<file path="src/rtl/fft_rot_addr_gen_if.sv">
// ---------------------------------------------------------------------------
// fft_rot_addr_gen_if
//   Handshake/address bundle between the FFT control side and the rotating
//   address generator.
//
//   start          control -> generator   begin a sweep (sampled in IDLE)
//   mode[1:0]      control -> generator   00 rotl, 01 rotr, 10 bit-reverse,
//                                         11 same as 00
//   ready          sink    -> generator   downstream accepts addr this cycle
//   valid          generator -> sink      addr/stage/flags are meaningful
//   addr[N_BITS]   generator -> sink      rotated / bit-reversed index
//   stage[SW]      generator -> sink      current stage number
//   last_in_stage  generator -> sink      final index of the current stage
//   last           generator -> sink      final transfer of the sweep
//   busy           generator -> control   sweep in progress
//   done           generator -> control   one-cycle pulse after final transfer
//
//   master: the address generator.  slave: its environment.
// ---------------------------------------------------------------------------
interface fft_rot_addr_gen_if #(
    parameter int N_BITS = 5,
    parameter int SW     = 3
);
    logic              start;
    logic [1:0]        mode;
    logic              ready;
    logic              valid;
    logic [N_BITS-1:0] addr;
    logic [SW-1:0]     stage;
    logic              last_in_stage;
    logic              last;
    logic              busy;
    logic              done;

    modport master (
        input  start, mode, ready,
        output valid, addr, stage, last_in_stage, last, busy, done
    );

    modport slave (
        output start, mode, ready,
        input  valid, addr, stage, last_in_stage, last, busy, done
    );
endinterface

</file>
<file path="src/rtl/fft_rot_addr_gen.sv">
// ---------------------------------------------------------------------------
// fft_rot_addr_gen
//   Sweeps every radix-2 FFT stage and emits one address per valid/ready
//   transfer. Within a stage the running index `count` goes 0..2^N_BITS-1;
//   the emitted address is count rotated left/right by the stage number
//   (mod N_BITS), or count bit-reversed for the single-pass mode.
//
//   Ports:
//     clk    clock, all logic on the rising edge
//     clr_n  synchronous active-low reset
//     bus    fft_rot_addr_gen_if.master (start/mode/ready in,
//            valid/addr/stage/last_in_stage/last/busy/done out)
//
//   Parameters:
//     N_BITS      log2 of FFT size and address width (2..16)
//     NUM_STAGES  stages swept per rotate run (1..N_BITS)
//     SW          stage-index width, 2^SW >= NUM_STAGES
// ---------------------------------------------------------------------------
module fft_rot_addr_gen #(
    parameter int N_BITS     = 5,
    parameter int NUM_STAGES = 5,
    parameter int SW         = 3
) (
    input logic                clk,
    input logic                clr_n,
    fft_rot_addr_gen_if.master bus
);

    typedef enum logic [1:0] {
        IDLE = 2'd0,
        RUN  = 2'd1,
        DONE = 2'd2
    } state_t;

    typedef enum logic [1:0] {
        MODE_ROTL     = 2'b00,
        MODE_ROTR     = 2'b01,
        MODE_BREV     = 2'b10,
        MODE_ROTL_ALT = 2'b11
    } mode_t;

    localparam logic [N_BITS-1:0] COUNT_MAX = '1;
    localparam logic [SW-1:0]     STAGE_MAX = SW'(NUM_STAGES - 1);

    // ------------------------------------------------------------------
    // Address mapping helpers
    // ------------------------------------------------------------------
    // Rotation via a doubled word: the wrapped bits fall out of the
    // opposite half, so no per-amount mux tree has to be written by hand.
    function automatic logic [N_BITS-1:0] rot_left(
        input logic [N_BITS-1:0] x,
        input int                amt
    );
        logic [2*N_BITS-1:0] d;
        d = {x, x} << amt;
        return d[2*N_BITS-1:N_BITS];
    endfunction

    function automatic logic [N_BITS-1:0] rot_right(
        input logic [N_BITS-1:0] x,
        input int                amt
    );
        logic [2*N_BITS-1:0] d;
        d = {x, x} >> amt;
        return d[N_BITS-1:0];
    endfunction

    function automatic logic [N_BITS-1:0] bit_rev(input logic [N_BITS-1:0] x);
        logic [N_BITS-1:0] r;
        for (int i = 0; i < N_BITS; i++) begin
            r[i] = x[N_BITS-1-i];
        end
        return r;
    endfunction

    function automatic logic [N_BITS-1:0] map_addr(
        input logic [N_BITS-1:0] cnt,
        input logic [SW-1:0]     stg,
        input mode_t             m
    );
        int amt;
        amt = int'(stg) % N_BITS;
        case (m)
            MODE_ROTR: return rot_right(cnt, amt);
            MODE_BREV: return bit_rev(cnt);
            default:   return rot_left(cnt, amt);
        endcase
    endfunction

    // ------------------------------------------------------------------
    // State and datapath registers
    // ------------------------------------------------------------------
    state_t            state, state_next;
    mode_t             mode_r, mode_next;
    logic [N_BITS-1:0] count, count_next;
    logic [SW-1:0]     stage, stage_next;
    logic [N_BITS-1:0] addr_r, addr_next;

    logic [SW-1:0]     last_stage;
    logic              valid_int;
    logic              xfer;
    logic              end_of_stage;
    logic              end_of_sweep;

    // Bit-reverse is a single pass, so its sweep ends after stage 0.
    assign last_stage   = (mode_r == MODE_BREV) ? '0 : STAGE_MAX;
    assign valid_int    = (state == RUN);
    assign xfer         = valid_int && bus.ready;
    assign end_of_stage = (count == COUNT_MAX);
    assign end_of_sweep = end_of_stage && (stage == last_stage);

    // Process 1: state register.
    // NOTE: sequential state uses non-blocking assignments so every
    // register samples pre-edge values regardless of block ordering.
    always_ff @(posedge clk) begin
        // NOTE: reset is synchronous here; clr_n is only looked at on an
        // edge, so it must be held across a rising clock to take effect.
        if (!clr_n) begin
            state <= IDLE;
        end else begin
            state <= state_next;
        end
    end

    // Process 2: next-state logic.
    always_comb begin
        // NOTE: default first, so no path through the case leaves
        // state_next unassigned and infers a latch.
        state_next = state;
        case (state)
            IDLE:    if (bus.start) state_next = RUN;
            RUN:     if (xfer && end_of_sweep) state_next = DONE;
            DONE:    state_next = IDLE;
            default: state_next = IDLE;
        endcase
    end

    // Datapath next values. addr is derived from the *next* count/stage so
    // the registered address lines up with the transfer that follows.
    always_comb begin
        mode_next  = mode_r;
        count_next = count;
        stage_next = stage;
        if (state == IDLE && bus.start) begin
            mode_next  = mode_t'(bus.mode);
            count_next = '0;
            stage_next = '0;
        end else if (xfer) begin
            if (end_of_sweep) begin
                count_next = '0;
                stage_next = '0;
            end else if (end_of_stage) begin
                count_next = '0;
                stage_next = stage + SW'(1);
            end else begin
                count_next = count + N_BITS'(1);
            end
        end
        addr_next = map_addr(count_next, stage_next, mode_next);
    end

    always_ff @(posedge clk) begin
        if (!clr_n) begin
            mode_r <= MODE_ROTL;
            count  <= '0;
            stage  <= '0;
            addr_r <= '0;
        end else begin
            mode_r <= mode_next;
            count  <= count_next;
            stage  <= stage_next;
            addr_r <= addr_next;
        end
    end

    // Process 3: outputs. Everything is a decode of registered state, so
    // addr/stage/flags hold exactly while ready is low.
    always_comb begin
        bus.valid         = valid_int;
        bus.busy          = valid_int;
        bus.done          = (state == DONE);
        bus.addr          = addr_r;
        bus.stage         = stage;
        bus.last_in_stage = valid_int && end_of_stage;
        bus.last          = valid_int && end_of_sweep;
    end

endmodule

</file>
<file path="src/flat_wrapper.sv">
// flat-port wrapper written by rule: the top's interface ports become plain ports
module fft_rot_addr_gen_flat 
#(
    parameter int N_BITS     = 5,
    parameter int NUM_STAGES = 5,
    parameter int SW         = 3
)
  (clk, clr_n, bus_start, bus_mode, bus_ready, bus_valid, bus_addr, bus_stage, bus_last_in_stage, bus_last, bus_busy, bus_done);
  fft_rot_addr_gen_if #(.N_BITS(N_BITS), .SW(SW)) bus_i ();
  input logic clk;
  input logic clr_n;
  input wire logic [$bits(bus_i.start)-1:0] bus_start;
  input wire logic [$bits(bus_i.mode)-1:0] bus_mode;
  input wire logic [$bits(bus_i.ready)-1:0] bus_ready;
  output wire logic [$bits(bus_i.valid)-1:0] bus_valid;
  output wire logic [$bits(bus_i.addr)-1:0] bus_addr;
  output wire logic [$bits(bus_i.stage)-1:0] bus_stage;
  output wire logic [$bits(bus_i.last_in_stage)-1:0] bus_last_in_stage;
  output wire logic [$bits(bus_i.last)-1:0] bus_last;
  output wire logic [$bits(bus_i.busy)-1:0] bus_busy;
  output wire logic [$bits(bus_i.done)-1:0] bus_done;
  assign bus_i.start = bus_start;
  assign bus_i.mode = bus_mode;
  assign bus_i.ready = bus_ready;
  assign bus_valid = bus_i.valid;
  assign bus_addr = bus_i.addr;
  assign bus_stage = bus_i.stage;
  assign bus_last_in_stage = bus_i.last_in_stage;
  assign bus_last = bus_i.last;
  assign bus_busy = bus_i.busy;
  assign bus_done = bus_i.done;
  fft_rot_addr_gen #(.N_BITS(N_BITS), .NUM_STAGES(NUM_STAGES), .SW(SW)) u_core (.clk(clk), .clr_n(clr_n), .bus(bus_i));
endmodule
</file>
<file path="config.mk">
export PLATFORM = sky130hd
export DESIGN_NAME = fft_rot_addr_gen_flat
export DESIGN_NICKNAME = d
export VERILOG_FILES = /design/src/rtl/fft_rot_addr_gen_if.sv /design/src/rtl/fft_rot_addr_gen.sv /design/src/flat_wrapper.sv
export SDC_FILE = /design/constraint.sdc
export NUM_CORES = 1
export LEC_CHECK = 0
export CORE_MARGIN = 2
export CORE_UTILIZATION = 40
export CTS_BUF_LIST = sky130_fd_sc_hd__clkbuf_16
export DETAILED_ROUTE_END_ITERATION = 16
export GPL_ROUTABILITY_DRIVEN = 0
export PLACE_DENSITY = 0.64
export SYNTH_ARGS = -nofsm -noshare
export SYNTH_HDL_FRONTEND = slang
export SYNTH_SLANG_ARGS = --single-unit
</file>
<file path="constraint.sdc">
create_clock -name clk -period 4 [get_ports clk]
set_input_delay 0.8 -clock clk [delete_from_list [all_inputs] [get_ports clk]]
set_output_delay 0.8 -clock clk [all_outputs]
set_load 0.02 [all_outputs]
</file>
======== Word-level counts from Yosys, hierarchy flattened ========
Cells that the tools add are included.
storage, ports and cells
  register bits after elaboration ......... 17
  input port bits ......................... 6
  output and inout port bits .............. 13
  logic and storage cells ................. 41
cells by class
  $add $sub $neg .......................... 2
  div/mod/pow operators ................... 1
  equal/unequal tests ..................... 9
  shifts and indexed selects .............. 2
  multiplexer cells ....................... 14
  reduce and logical (&&, ||, !) cells .... 8
operators with widths
  operator                                        number
  modulo 4 x 4 -> 32 bit (second input constant)  1
  << shifter 10 x 32 -> 10 bit                    1
  >> shifter 10 x 32 -> 5 bit                     1
  two-way mux 5 bit                               4
  two-way mux 3 bit                               5
  one-hot mux 5 bit (2 select lines)              1
  == test 2 bit (second input constant)           3
  logical AND 1 bit                               6
  two-way mux 2 bit                               3
  adder 5 x 1 -> 5 bit (second input constant)    1
  == test 5 bit (second input constant)           1
  == test 2 x 1 -> 1 bit (second input constant)  2
  != test 2 bit (second input constant)           2
  one-hot mux 2 bit (2 select lines)              1
  adder 3 x 1 -> 3 bit (second input constant)    1
  == test 3 bit                                   1
  zero test 2 bit                                 1
  AND reduction 2 bit                             1

======== Depth between registers and ports, before layout ========
Gate-level depths: netlist of run 1.
  depth after elaboration ................. 10
  gate-level depth with buffers ........... 20
  gate-level depth less buffers ........... 17

======== Worst setup path before layout of run 1 ========
OpenSTA, ideal clock, no wires.
  path kind ............................... register to register
  start ................................... reg u_core.count[0]
  end ..................................... reg u_core.addr_r[4], in the netlist u_core.bus.addr[4]
  library setup time ...................... 0.074 ns
  arrival time ............................ 3.693 ns
  data required time ...................... 3.926 ns
  path slack .............................. 0.233 ns
  stages on the path, launching flop included .. 21
  path buffers ............................ 3
  clock period less this slack ............ 3.767 ns
  path through ............................ dfxtp_1 ha_1 and3_1 ha_1 clkbuf_1 buf_2 nand3_1 o21ai_1 nand2_2 ha_1 inv_1 ha_1 inv_1 nor2_1 o211a_1 buf_6 a21o_4 nand2_2 or2_0 or4_1 a31oi_1
on the way
  word-level cells in the longest chain between the ends .. 8
  elaborated cells on any way between the ends .. 15
  classes of those cells .................. add/sub: 1; div: 1; eq/ne: 1; shift: 2; mux: 9; reduce/logical: 1
RTL lines
  what                                                                         line                                              text
  start: declaration                                                           fft_rot_addr_gen.sv:95                            logic [N_BITS-1:0] count, count_next;
  start signal: assignment                                                     fft_rot_addr_gen.sv:170                           count <= count_next;
  == test 5 bit                                                                fft_rot_addr_gen.sv:109                           assign end_of_stage = (count == COUNT_MAX);
  two-way mux 3 bit or logical AND 1 bit (tied branches)                       fft_rot_addr_gen.sv:152, fft_rot_addr_gen.sv:110
  two-way mux 3 bit                                                            fft_rot_addr_gen.sv:149                           if (end_of_sweep) begin
  two-way mux 3 bit                                                            fft_rot_addr_gen.sv:148                           end else if (xfer) begin
  two-way mux 3 bit                                                            fft_rot_addr_gen.sv:144                           if (state == IDLE && bus.start) begin
  modulo 4 x 4 -> 32 bit                                                       fft_rot_addr_gen.sv:82                            amt = int'(stg) % N_BITS;
  << shifter 10 x 32 -> 10 bit or >> shifter 10 x 32 -> 5 bit (tied branches)  fft_rot_addr_gen.sv:55, fft_rot_addr_gen.sv:64
  one-hot mux 5 bit (2 select lines) (*)                                       fft_rot_addr_gen.sv:83                            case (m)
  end signal: assignment                                                       fft_rot_addr_gen.sv:172                           addr_r <= addr_next;
  end: declaration                                                             fft_rot_addr_gen.sv:97                            logic [N_BITS-1:0] addr_r, addr_next;
Mark *: on every way between the ends. The rest lies on a longest branch, timed or not.
A chain may end at the register's enable or synchronous reset.

======== Worst setup path after layout of run 1 ========
  start ................................... in bus_ready
  end ..................................... reg u_core.addr_r[1], in the netlist u_core.bus.addr[1]
on the way
  word-level cells in the longest chain between the ends .. 6
  elaborated cells on any way between the ends .. 9
  classes of those cells .................. div: 1; shift: 2; mux: 5; reduce/logical: 1
RTL lines
  what                                                                         line                                            text
  start: declaration                                                           flat_wrapper.sv:14                              input wire logic [$bits(bus_i.ready)-1:0] bus_ready;
  logical AND 1 bit (*)                                                        fft_rot_addr_gen.sv:108                         assign xfer = valid_int && bus.ready;
  two-way mux 3 bit                                                            fft_rot_addr_gen.sv:148
  two-way mux 3 bit                                                            fft_rot_addr_gen.sv:144
  modulo 4 x 4 -> 32 bit                                                       fft_rot_addr_gen.sv:82
  << shifter 10 x 32 -> 10 bit or >> shifter 10 x 32 -> 5 bit (tied branches)  fft_rot_addr_gen.sv:55, fft_rot_addr_gen.sv:64
  one-hot mux 5 bit (2 select lines) (*)                                       fft_rot_addr_gen.sv:83
Marks and branches as above.

==> results of run 1 <==
## cell families (layout without fill, tap and decap cells)
group | after synthesis | count (layout) | synth area share, %
flops | 17 | 17 | 17.4
compound gates | 95 | 95 | 36.1
xor+xnor | 2 | 2 | 0.898
fa+ha+maj | 10 | 10 | 6.41
buf+inv | 25 | 85 | 5.96
mux | 11 | 11 | 5.64
simple gates | 104 | 104 | 27.6
## stage by stage
stage	instances	setup WS (ps)	hold slack (ps)	instance area, µm²	util [%]
after floorplan	264	233	521	1950	-
after global placement	387	-70.2	564	2550	53.9
after detailed placement	387	-127	573	2550	53.9
after CTS	391	96.5	587	2630	55.6
after global routing	391	11.3	635	2650	56.1
final	391	206	573	2650	56.1
## flip-flops by register name, summed over array words and instances (netlist names)
signal            cells
u_core.state          2
u_core.bus.addr       5
u_core.count          5
u_core.bus.stage      3
u_core.mode_r         2
## metal layers
metal	wire length [µm]	up-vias	GRT usage [%]
li1	-	1117	-
met1	2720	1079	32.0
met2	2900	93	38.3
met3	430	16	2.47
met4	172	0	9.49
met5	0	-	0
## power by group through the flow
stage | Clock, mW | Combinational (mW) | Sequential (mW)
final | 0.207 | 0.0910 | 0.177
after global routing | 0.216 | 0.0998 | 0.178
after floorplan | 0 | 0.0490 | 0.183
after global placement | 0 | 0.0889 | 0.181
after detailed placement | 0 | 0.0884 | 0.181
after CTS | 0.208 | 0.0891 | 0.177
## worst max path at each step
stage / start / endpoint / slack [ps]
final: bus_ready / u_core.bus.addr[1] / 210
after global routing: u_core.count[0] / u_core.bus.addr[1] / 10
after CTS: bus_ready / u_core.bus.addr[1] / 100
after detailed placement: bus_ready / u_core.bus.addr[1] / -130
after global placement: bus_ready / u_core.bus.addr[1] / -70
after floorplan: u_core.count[0] / u_core.bus.addr[4] / 230
## Yosys cell counts, types with 5 or more instances
cell type  number
nor2_1         31
nand2_1        18
nand2b_1        5
inv_1           9
o21ai_0         5
clkbuf_1        6
mux2i_1        11
and2_1          5
a32oi_1         5
ha_1           10
dfxtp_1        17
a21oi_1        18
a31oi_1         9
a21o_1          6
buf_2           6
and3_1          5
o21ai_1         6
nand3_1        12
a22oi_1         7
## final cells by class
class / count / area share, %
multi-input combinational: 222 / 57.2
timing repair buffer: 71 / 22.3
sequential: 17 / 12.9
tap: 67 / 3.17
clock buffer: 3 / 2.84
inverter: 10 / 1.42
clock inverter: 1 / 0.189
## worst min-delay path, delay by kind of cell, from the launching register on
kind	cells	cell delay (ps)
flip-flops	1	340
multiplexers	1	110
AND/OR/NAND/NOR	1	90
==> results.toml, run 1 <==
[status]
run_status = "completed"

[logic_synthesis]
avgSynthCellArea_um2 = 7.39
ys_types = 66
synth_edf_count = 0
synth_seq_cells = 17
ys_seq_area_share_pct = 17.4
async_flop_share_pct = 0
syn_area_mm2 = 0.00195
netlist_top_cells_area = "dfxtp_1, ha_1, nor2_1, mux2i_1, a21oi_1"
syn_nets = 280
synth_top_area_share_pct = 17.4
yosys_warnings = 0
yosys.area.top_type = "dfxtp_1"
synthCells = 264
synthFlopType = "dfxtp_1"

[setup_path]
critPathRequiredTime_ps = 4190
cp.depth = 16
cp-end-kind = "flip-flop"
path_buf_inv = 3
critical_path_class = "in -> reg"
ff2ff_setup_slack_ps = 290
slowest_stage = "a2111oi_0"
r2r_end = "u_core.bus.addr[1]"
critPathMaxStageDelay_ps = 450
r2r-start = "u_core.count[0]"
crit_arrival_ps = 3990
ff2ff_path_depth = 15
path_cells = "clkdlybuf4s50_1, and3b_2, a21o_1, a31oi_1, o21ai_2, ha_1, inv_1, ha_1, buf_4, nor2_1, a21oi_1, o211ai_4, mux2i_1, nor2_1, a2111oi_0, o32a_1"
critPathMaxFanout = 12
crit_path_start_kind = "input pin"
critPathTopFamily = "compound AO/OA/AOI/OAI gates"

[clock_tree]
clk_path_buf_depth = 2
insertion_delay_ps = 250
cts-hold-fix-buffers = 0
post_cts_buffers = 0
cts_made_buffers = 3
htreeDepth = 1
cts_tree = "built"
cts_root_buf = "clkbuf_16"
clk_pin_slew_ps = 50
clock_sinks = 17
post_cts_resized = 0

[routing]
drt_iter0_drc = 137
drt_first_pass_iters = 6
vias_per_cell = 5.90
drc = 0
wl_per_cell_um = 15.9
vias = 2305
drt-total-wl_mm = 6.22
detail-route-antenna-nets = 0

[timing]
hold_viol_final = 0
fin_crit_sh_pct = 94.9
rsz0062_at_grt = "no"
setup_viol_count_final = 0
fmax_mhz = 264
post-route-min-period_ps = 3790
max_slew_margin_pct = 52.6
fin_skew_ps = 1.65
fin_tns_setup_ps = 0
tightest_slew_ps = 711
drv_slew = 0

[power]
seqPwrFrac_pct = 37.4
p_int_mw = 0.348
ir_drop_mv = 0.129
p_per_area_mw_per_mm2 = 179
comb_power_share_pct = 19.2
switching_share_pct = 26.7
totalPowerFinal_mw = 0.475
power_frac_clock_pct = 43.5
power_leakage_nw = 1.20
p_switching_mw = 0.127

[floorplanning]
coreArea_mm2 = 0.00472
dieWidth_um = 73.9
rows = 25
pin_count = 19
die_h_um = 73.9
initial_core_util_pct = 41.3
die_area_mm2 = 0.00545

[grt]
grt_max_degree = 17
grt.total_usage_pct = 23.7
grt_remaining_overflow = 0
grt_pass1_wl_mm = 9.97
antenna_found_initial = 0
grt_pass1_vias = 2032

[hold_path]
whs_endpoint = "u_core.mode_r[0]"
holdPathStages = 2
worstHoldStart = "u_core.mode_r[0]"
hp-class = "reg -> reg"

[cells_and_area]
area_growth_pct = 35.6
fill_cells = 461
mostFrequentLayoutCells = "buf_4, nor2_1, nand2_1, clkdlybuf4s50_1"
multi_input_area_mm2 = 0.00152
diodes = 0
register_area_um2 = 340
fin_nets = 341
final_common_cell = "buf_4"
drive_gt1_share_pct = 23.8

[placement]
portBuffers = 18
post-dp-hpwl_mm = 4.76

[run]
drv_cap = 0
(Power assumes the default switching activity.)
==> run 2: changes to the inputs <==
--- a/config.mk
+++ b/config.mk
@@ -5,11 +5,12 @@
 export SDC_FILE = /design/constraint.sdc
 export NUM_CORES = 1
 export LEC_CHECK = 0
-export CORE_MARGIN = 2
+export CORE_ASPECT_RATIO = 0.8
 export CORE_UTILIZATION = 40
 export CTS_BUF_LIST = sky130_fd_sc_hd__clkbuf_16
 export DETAILED_ROUTE_END_ITERATION = 16
 export GPL_ROUTABILITY_DRIVEN = 0
+export GPL_TIMING_DRIVEN = 1
 export PLACE_DENSITY = 0.64
 export SYNTH_ARGS = -nofsm -noshare
 export SYNTH_HDL_FRONTEND = slang
==> results.toml, run 2 (synthesis results as in run 1) <==
[power]
power_leakage_nw = 1.17
ir_drop_mv = 0.140
p_per_area_mw_per_mm2 = 181
totalPowerFinal_mw = 0.474

[setup_path]
path_cells = "clkdlybuf4s50_1, buf_4, nand3b_4, a2111o_1, a21oi_2, ha_1, inv_1, nor2_1, a21oi_1, buf_4, o211ai_4, mux2i_2, buf_4, a311oi_1, a211o_1, a31oi_1"
slowest_stage = "clkdlybuf4s50_1"
critPathRequiredTime_ps = 4180
cp-end-kind = "flip-flop"
cpMostUsedCell = "buf_4"
crit_arrival_ps = 3990
ff2ff_path_depth = 17
crit_path_start_kind = "input pin"
critPathMaxStageDelay_ps = 470
critPathMaxFanout = 5
critical_path_class = "in -> reg"

[routing]
drt-total-wl_mm = 6.33
drt_iter0_drc = 256
detail-route-antenna-nets = 0
drt_first_pass_iters = 5
vias = 2333
wl_per_cell_um = 16.6
vias_per_cell = 6.12
drc = 0

[timing]
hold_viol_final = 0
drv_slew = 0
fmax_mhz = 263
fin_crit_sh_pct = 95.2
setup_viol_count_final = 0
tightest_slew_ps = 689
fin_skew_ps = 7.28
max_slew_margin_pct = 54.0
fin_tns_setup_ps = 0
post-route-min-period_ps = 3810

[status]
run_status = "completed"

[placement]
post-dp-hpwl_mm = 4.75
portBuffers = 18
placed_area_mm2 = 0.00250
placedCellCount = 377

[floorplanning]
initial_core_util_pct = 42.2
dieWidth_um = 80.1
die_h_um = 64.5
die_area_mm2 = 0.00516
rows = 22
coreArea_mm2 = 0.00462
pin_count = 19

[cells_and_area]
mostFrequentLayoutCells = "buf_4, nor2_1, nand2_1, a21oi_1, clkdlybuf4s50_1"
fin_cells = 381
finish.instance_area_mm2 = 0.00262
fin_nets = 338
diodes = 0
fill_cells = 450
area_growth_pct = 34.3
final_common_cell = "buf_4"
drive_gt1_share_pct = 23.4
post-route-util_pct = 56.7

[clock_tree]
htreeDepth = 1
cts_tree = "built"
insertion_delay_ps = 250
clock_sinks = 17
clk_pin_slew_ps = 60
cts_root_buf = "clkbuf_16"
post_cts_buffers = 0
cts-hold-fix-buffers = 0
cts_made_buffers = 3
clk_path_buf_depth = 2

[grt]
grt_max_degree = 17
grt.total_usage_pct = 25.4
grt_remaining_overflow = 0
grt_pass1_wl_mm = 10.2
grt_pass1_vias = 2123
antenna_found_initial = 0

[run]
drv_cap = 0

[hold_path]
holdPathStages = 2
hp-class = "reg -> reg"
[run 2: per-layer routing]
metal	up-vias	part of all wire, %	wire length, µm	GRT usage [%]
met5	-	0	0	5.56
met2	129	42	2680	37.9
met1	1081	46	2910	36.8
met4	0	1.2	78	5.58
li1	1111	-	-	-
met3	12	11	669	5.21
[run 2: power by group]
group	internal, mW	total (mW)	leakage, nW	switching [mW]
logic	0.0373	0.0871	0.995	0.0497
clock network	0.133	0.209	0.0423	0.0758
registers	0.174	0.178	0.138	0.00401
total	0.344	0.474	1.17	0.130
[run 2: metrics by stage]
step / setup slack (ps) / hold WS, ps
3_3_place_gp: -63.3 / 568
3_5_place_dp: -149 / 584
2_1_floorplan: 233 / 521
5_1_grt: -31.0 / 638
6_report: 191 / 582
4_1_cts: 93.3 / 595
[run 2: cell type report]
class                      count  area (µm²)  area share, %
clock buffer                   3        75.1           2.86
clock inverter                 1        3.75          0.143
inverter                      10        37.5           1.43
multi-input combinational    222        1530           58.5
sequential                    17         340           13.0
tap                           60        75.1           2.86
timing repair buffer          68         556           21.2
[run 2: final timing paths]
check	startpoint	slack, ps	end
setup / recovery	bus_ready	190	u_core.bus.addr[4]
hold / removal	u_core.mode_r[1]	580	u_core.mode_r[1]
setup reg to reg	u_core.count[0]	240	u_core.bus.addr[4]
hold reg to reg	u_core.mode_r[1]	580	u_core.mode_r[1]
[run 2: timing repair]
item / 4_1_cts / 5_1_grt
hold endpoints to repair: 0 / 0
resized for setup: 0 / 10
endpoints found under the setup margin: 0 / 5
[run 2: worst max-delay path, delay by kind of cell]
| family | cells | cell delay (ps) |
|---|---|---|
| AOI/OAI and AO/OA | 7 | 1340 |
| adders and majority gates | 1 | 210 |
| buffers and inverters | 5 | 1000 |
| muxes | 1 | 350 |
| and+or+nand+nor | 2 | 280 |
